--- config.mk ---
export PLATFORM = sky130hd
export DESIGN_NAME = uart_tx_serializer
export DESIGN_NICKNAME = d
export VERILOG_FILES = /design/src/rtl/uart_tx_serializer.sv
export SDC_FILE = /design/constraint.sdc
export NUM_CORES = 1
export LEC_CHECK = 0
export ABC_AREA = 1
export CORE_MARGIN = 4
export CORE_UTILIZATION = 34
export DETAILED_ROUTE_END_ITERATION = 12
export HOLD_SLACK_MARGIN = 0.06
export SLEW_MARGIN = 20
export SYNTH_ARGS = -nofsm -noshare
export SYNTH_HDL_FRONTEND = slang
export SYNTH_SLANG_ARGS = --single-unit
--- constraint.sdc ---
create_clock -name clk -period 3.04 [get_ports clk]
set_input_delay 0.608 -clock clk [delete_from_list [all_inputs] [get_ports clk]]
set_output_delay 0.608 -clock clk [all_outputs]
set_load 0.05 [all_outputs]
--- src/rtl/uart_tx_serializer.sv ---
// rtl/uart_tx_serializer.sv - byte-to-serial UART transmitter, 8N1 with optional even parity
//
// Purpose:
//   Serialises bytes onto TXD. The block times its own bit periods from clk.
//   A one-entry holding register takes the next byte while a frame is in flight,
//   so back-to-back frames go out with no idle gap.
//
// Configuration:
//   UART_TX_PARITY_EN  when defined, an even-parity bit is inserted after the
//                      data bits (11 bit periods per frame). When undefined,
//                      frames are 8N1 (10 bit periods).
//
// Ports:
//   clk       in   1  system clock, rising edge
//   RST       in   1  asynchronous, active-high reset
//   tx_data   in   8  byte to send, LSB first
//   tx_valid  in   1  tx_data valid this cycle
//   tx_ready  out  1  holding register empty; transfer on tx_valid & tx_ready
//   TXD       out  1  serial line, idles high, registered
//   tx_busy   out  1  a frame is on the line
//   tx_done   out  1  one-cycle pulse as the stop bit finishes
module uart_tx_serializer #(
  parameter int CLKS_PER_BIT = 2083,
  parameter int CNT_W        = 12
) (
  input  logic       clk,
  input  logic       RST,
  input  logic [7:0] tx_data,
  input  logic       tx_valid,
  output logic       tx_ready,
  output logic       TXD,
  output logic       tx_busy,
  output logic       tx_done
);

  typedef enum logic [2:0] {
    S_IDLE   = 3'd0,
    S_START  = 3'd1,
    S_DATA   = 3'd2,
`ifdef UART_TX_PARITY_EN
    S_PARITY = 3'd3,
`endif
    S_STOP   = 3'd4
  } state_t;

  state_t           r_state;
  state_t           w_state_nxt;
  logic [CNT_W-1:0] r_cnt;
  logic [CNT_W-1:0] w_cnt_nxt;
  logic [2:0]       r_bit_idx;
  logic [2:0]       w_idx_nxt;
  logic [7:0]       r_shift;
  logic [7:0]       w_shift_nxt;
  logic [7:0]       r_hold;
  logic             r_hold_full;
  logic             r_txd;
  logic             w_txd_nxt;
  logic             r_done;
  logic             w_done_nxt;
  logic             w_bit_end;
  logic             w_load;
  logic             w_idx_inc;
  logic             w_hs;

`ifdef UART_TX_PARITY_EN
  logic             w_parity;
  assign w_parity = ^r_shift;
`endif

  assign w_bit_end = (r_cnt == CNT_W'(CLKS_PER_BIT - 1));
  assign w_hs      = tx_valid & ~r_hold_full;

  assign tx_ready  = ~r_hold_full;
  assign TXD       = r_txd;
  assign tx_busy   = (r_state != S_IDLE);
  assign tx_done   = r_done;

  always_ff @(posedge clk or posedge RST) begin
    if (RST) begin
      r_state <= S_IDLE;
    end else begin
      r_state <= w_state_nxt;
    end
  end

  always_comb begin
    w_state_nxt = r_state;
    w_load      = 1'b0;
    w_idx_inc   = 1'b0;
    w_done_nxt  = 1'b0;
    case (r_state)
      S_IDLE: begin
        if (r_hold_full) begin
          w_load      = 1'b1;
          w_state_nxt = S_START;
        end
      end
      S_START: begin
        if (w_bit_end) begin
          w_state_nxt = S_DATA;
        end
      end
      S_DATA: begin
        if (w_bit_end) begin
          w_idx_inc = 1'b1;
          if (r_bit_idx == 3'd7) begin
`ifdef UART_TX_PARITY_EN
            w_state_nxt = S_PARITY;
`else
            w_state_nxt = S_STOP;
`endif
          end
        end
      end
`ifdef UART_TX_PARITY_EN
      S_PARITY: begin
        if (w_bit_end) begin
          w_state_nxt = S_STOP;
        end
      end
`endif
      S_STOP: begin
        if (w_bit_end) begin
          w_done_nxt = 1'b1;
          // A waiting byte goes straight into its start bit: no idle cycle.
          if (r_hold_full) begin
            w_load      = 1'b1;
            w_state_nxt = S_START;
          end else begin
            w_state_nxt = S_IDLE;
          end
        end
      end
      default: begin
        w_state_nxt = S_IDLE;
      end
    endcase
  end

  // Datapath next values. TXD is computed from the *next* state so the line
  // register changes exactly on the edge that enters each bit.
  always_comb begin
    w_shift_nxt = w_load ? r_hold : r_shift;
    if (w_load) begin
      w_idx_nxt = 3'd0;
    end else if (w_idx_inc) begin
      w_idx_nxt = r_bit_idx + 3'd1;
    end else begin
      w_idx_nxt = r_bit_idx;
    end

    if (r_state == S_IDLE || w_bit_end || w_state_nxt != r_state) begin
      w_cnt_nxt = '0;
    end else begin
      w_cnt_nxt = r_cnt + CNT_W'(1);
    end

    case (w_state_nxt)
      S_START:  w_txd_nxt = 1'b0;
      S_DATA:   w_txd_nxt = w_shift_nxt[w_idx_nxt];
`ifdef UART_TX_PARITY_EN
      S_PARITY: w_txd_nxt = w_parity;
`endif
      default:  w_txd_nxt = 1'b1;
    endcase
  end

  always_ff @(posedge clk or posedge RST) begin
    if (RST) begin
      r_cnt       <= '0;
      r_bit_idx   <= 3'd0;
      r_shift     <= 8'd0;
      r_hold      <= 8'd0;
      r_hold_full <= 1'b0;
      r_txd       <= 1'b1;
      r_done      <= 1'b0;
    end else begin
      r_cnt     <= w_cnt_nxt;
      r_bit_idx <= w_idx_nxt;
      r_shift   <= w_shift_nxt;
      r_txd     <= w_txd_nxt;
      r_done    <= w_done_nxt;
      // A handshake needs an empty register and a drain needs a full one, so
      // the two never collide on the same edge.
      if (w_hs) begin
        r_hold      <= tx_data;
        r_hold_full <= 1'b1;
      end else if (w_load) begin
        r_hold_full <= 1'b0;
      end
    end
  end

endmodule
==> flow_metrics.py <==
metrics = {
    "drt": {
        "remaining_drc_errors": 0,
        "drt_iter0_drc": 74,
        "via_total_after_detailed_routing": 1431,
        "route.final.wire_length_mm": 3.38,
        "detail_route.vias_per_cell": 4.36,
        "drt_pass1_iterations": 4,
        "final_antenna_net_count": 0,
        "average_wire_length_per_cell_after_detail_routing_um": 10.3,
    },
    "die": {
        "dieArea_um2": 6970,
        "io-pin-count": 15,
        "initial_core_utilization_pct": 35.2,
        "core_um2": 5510,
        "row_count": 27,
        "die-width_um": 83.5,
        "chipHeight_um": 83.5,
    },
    "placement": {
        "placed_cells": 320,
        "portBuffers": 14,
        "preCtsSetupSlack_ps": 786,
        "dp_hpwl_mm": 2.47,
        "gp_congestion": 0.736,
    },
    "power_and_ir_drop": {
        "post-layout-total-power_mw": 0.945,
        "cellPowerDensity_nw_per_um2": 424,
        "p_leak_nw": 1.09,
        "power.ir.vdd_worst_v": 0.000177,
    },
    "sta": {
        "fin_worst_skew_ps": 3.81,
        "finalCriticalPeriod_ps": 2490,
        "whs_ps": 489,
        "rsz_0062_raised_after_global_routing": "no",
        "final_max_slew_viol_count": 0,
        "worst_slack_ps": 551,
        "report.final.hold_viol_count": 0,
        "setup_tns_ps": 0,
        "timing.fmax_ghz": 0.402,
        "finalSetupViolCount": 0,
        "max-slew-margin-rel_pct": 66.6,
        "min_period_over_period_pct": 81.9,
        "max_slew.worst_pin.slew_ps": 499,
    },
    "clock_network": {
        "post-cts-setup-buffers": 0,
        "cts.reportedPaths.clkPinSlew_ps": 70,
        "cells_resized_by_post_cts_repair": 0,
        "skew_pair_late_insertion_delay_ps": 290,
        "cts_made_buffers": 5,
        "tritoncts": "yes",
        "tritoncts_num_sinks": 37,
        "cts-htree-levels": 2,
        "clock_tree.root_cell": "sky130_fd_sc_hd__clkbuf_8",
        "cts-hold-fix-buffers": 0,
        "cts_buffer_depth": 2,
    },
    "synth": {
        "synth_edf_count": 0,
        "postSynthNetCount": 251,
        "yosys_warnings": 0,
        "yosys_most_used_dff": "sky130_fd_sc_hd__dfrtp_1",
        "syn_inst": 236,
        "ys_types": 29,
        "ys_async_sr_fraction_pct": 100,
        "synth-seq-area-share_pct": 47.8,
        "netlist_area_um2": 1940,
        "post_synthesis_average_cell_area_um2": 8.21,
        "yosys_register_bits": 37,
    },
    "worst_setup_path": {
        "worstPathCellList": "inv_1 -> nand2_1 -> inv_1 -> nand2_1 -> clkdlybuf4s50_1",
        "critical_path.slowest_cell": "sky130_fd_sc_hd__clkdlybuf4s50_1",
        "worst_setup_path_start_kind": "flop",
        "worst_ep_required_time_ps": 2430,
        "timing.critical_path.arrival_ps": 1880,
        "crit_path_max_incr_delay_ps": 820,
        "path_class": "reg2out",
        "timing.critical_path.to_type": "output pin",
        "worst-path-max-fanout": 3,
    },
    "grt": {
        "grt_antenna_before_repair": 0,
        "gr-usage-all-layers_pct": 10.6,
        "grt_start_max_net_pins": 38,
        "grtUsageMet3_pct": 3.16,
        "globalRouteMet1Util_pct": 14.3,
        "grt_pass1_vias": 1346,
        "global_route.overflow_total": 0,
        "use_met2_pct": 15.5,
        "grt_first_pass_wirelength_mm": 6.04,
        "grt-busiest-layer": "met2",
    },
    "final_layout": {
        "area_delta_synth_final_pct": 15.2,
        "finalNonFillerCells": 328,
        "drive_above_1_share_pct": 12.1,
        "insertedDiodeCount": 0,
        "num-nets-final": 270,
    },
    "min_path": {
        "hold_path_class": "reg2reg",
    },
    "run_status": {
        "outcome": "complete, no violations",
    },
    "job": {
        "cap_violations": 0,
    },
}
[placed cells by master, fill, tap and decap left out, drive strengths merged]
| master | instances |
|---|---|
| a21oi | 10 |
| o21ai | 3 |
| nand3 | 19 |
| xor2 | 3 |
| xnor2 | 1 |
| clkdlybuf4s50 | 14 |
| dfstp | 1 |
| nor3 | 7 |
| clkinv | 2 |
| o32ai | 1 |
| ha | 4 |
| o211ai | 1 |
| inv | 51 |
| nand4 | 3 |
| dfrtp | 36 |
| nor2 | 30 |
| nand3b | 1 |
| nor3b | 4 |
| buf | 1 |
| nand2 | 58 |
| clkbuf | 6 |
[logic make-up after synthesis]
group | Yosys count | share of synthesized area, %
and+or+nand+nor | 122 | 32.1
buffers and inverters | 54 | 11.2
xor gates and xnor gates | 4 | 1.81
adders and majority gates | 4 | 2.58
AOI/OAI and AO/OA | 15 | 4.39
DFF | 37 | 47.8
[critical path, delay by kind of cell, from the launching register on]
family | cells | cell delay (ps)
buffers and inverters | 3 | 970
DFF | 1 | 400
and+or+nand+nor | 2 | 240
[metrics by stage]
stage / util, % / instance area, um2
finish: 40.5 / 2230
global route: 40.5 / 2230
floorplan: - / 1940
CTS: 40.5 / 2230
global placement: 39.0 / 2150
detailed placement: 39.0 / 2150
[flip-flops by register name (all words and copies together) (netlist names)]
register     count
TXD              1
r_hold_full      1
r_shift          8
r_bit_idx        3
r_hold           8
r_state          3
tx_done          1
r_cnt           12
[cells in the mapped netlist, types with 2 or more instances]
| cell type | n | area share (%) |
|---|---|---|
| sky130_fd_sc_hd__nand3_1 | 17 | 4.4 |
| sky130_fd_sc_hd__nor3b_1 | 2 | 0.77 |
| sky130_fd_sc_hd__nor3_2 | 3 | 1.5 |
| sky130_fd_sc_hd__dfrtp_1 | 36 | 46 |
| sky130_fd_sc_hd__inv_1 | 48 | 9.3 |
| sky130_fd_sc_hd__nand2_1 | 53 | 10 |
| sky130_fd_sc_hd__a21oi_1 | 9 | 2.3 |
| sky130_fd_sc_hd__buf_6 | 2 | 1.2 |
| sky130_fd_sc_hd__nand2_4 | 2 | 1.2 |
| sky130_fd_sc_hd__nor2_4 | 3 | 1.7 |
| sky130_fd_sc_hd__o21ai_0 | 3 | 0.77 |
| sky130_fd_sc_hd__nand4_1 | 2 | 0.65 |
| sky130_fd_sc_hd__nor2_2 | 2 | 0.65 |
| sky130_fd_sc_hd__nand3_4 | 2 | 1.8 |
| sky130_fd_sc_hd__nor3_1 | 4 | 1.0 |
| sky130_fd_sc_hd__inv_2 | 3 | 0.58 |
| sky130_fd_sc_hd__nor3b_2 | 2 | 1.3 |
| sky130_fd_sc_hd__ha_1 | 4 | 2.6 |
| sky130_fd_sc_hd__xor2_1 | 3 | 1.4 |
| sky130_fd_sc_hd__nand2_2 | 3 | 0.97 |
| sky130_fd_sc_hd__nor2_1 | 25 | 4.8 |
[metal layers]
| metal | wire [um] | part of all wire [%] |
|---|---|---|
| met1 | 1750 | 52 |
| met3 | 119 | 3.5 |
| met5 | 0 | 0 |
| met2 | 1410 | 42 |
| met4 | 98 | 2.9 |
[final timing paths]
kind | slack [ps] | start | end | depth (start not counted)
setup / recovery | 550 | r_state[0]$_DFF_PP0_ | tx_busy | 5
hold / removal | 490 | r_cnt[0]$_DFF_PP0_ | r_cnt[0]$_DFF_PP0_ | 1
setup reg to reg | 810 | r_cnt[0]$_DFF_PP0_ | r_cnt[3]$_DFF_PP0_ | 12
hold reg to reg | 490 | r_cnt[0]$_DFF_PP0_ | r_cnt[0]$_DFF_PP0_ | 1
max in group asynchronous | 1960 | RST | TXD$_DFF_PP1_ | 3
min in group asynchronous | 720 | RST | r_cnt[9]$_DFF_PP0_ | 3
[final cells by class]
type                            count  area [um2]
Clock inverter                      2        10.0
Sequential cell                    37         927
Timing Repair Buffer               15         148
Inverter                           51         191
Clock buffer                        6        72.6
Fill cell                         576        3270
Tap cell                           72        90.1
Multi-Input combinational cell    145         793
[where the power goes]
part	switching, mW	internal [mW]
Sequential	0.00762	0.527
Clock	0.171	0.159
Combinational	0.0496	0.0308
Note: power is estimated with default switching activity, not from simulation.
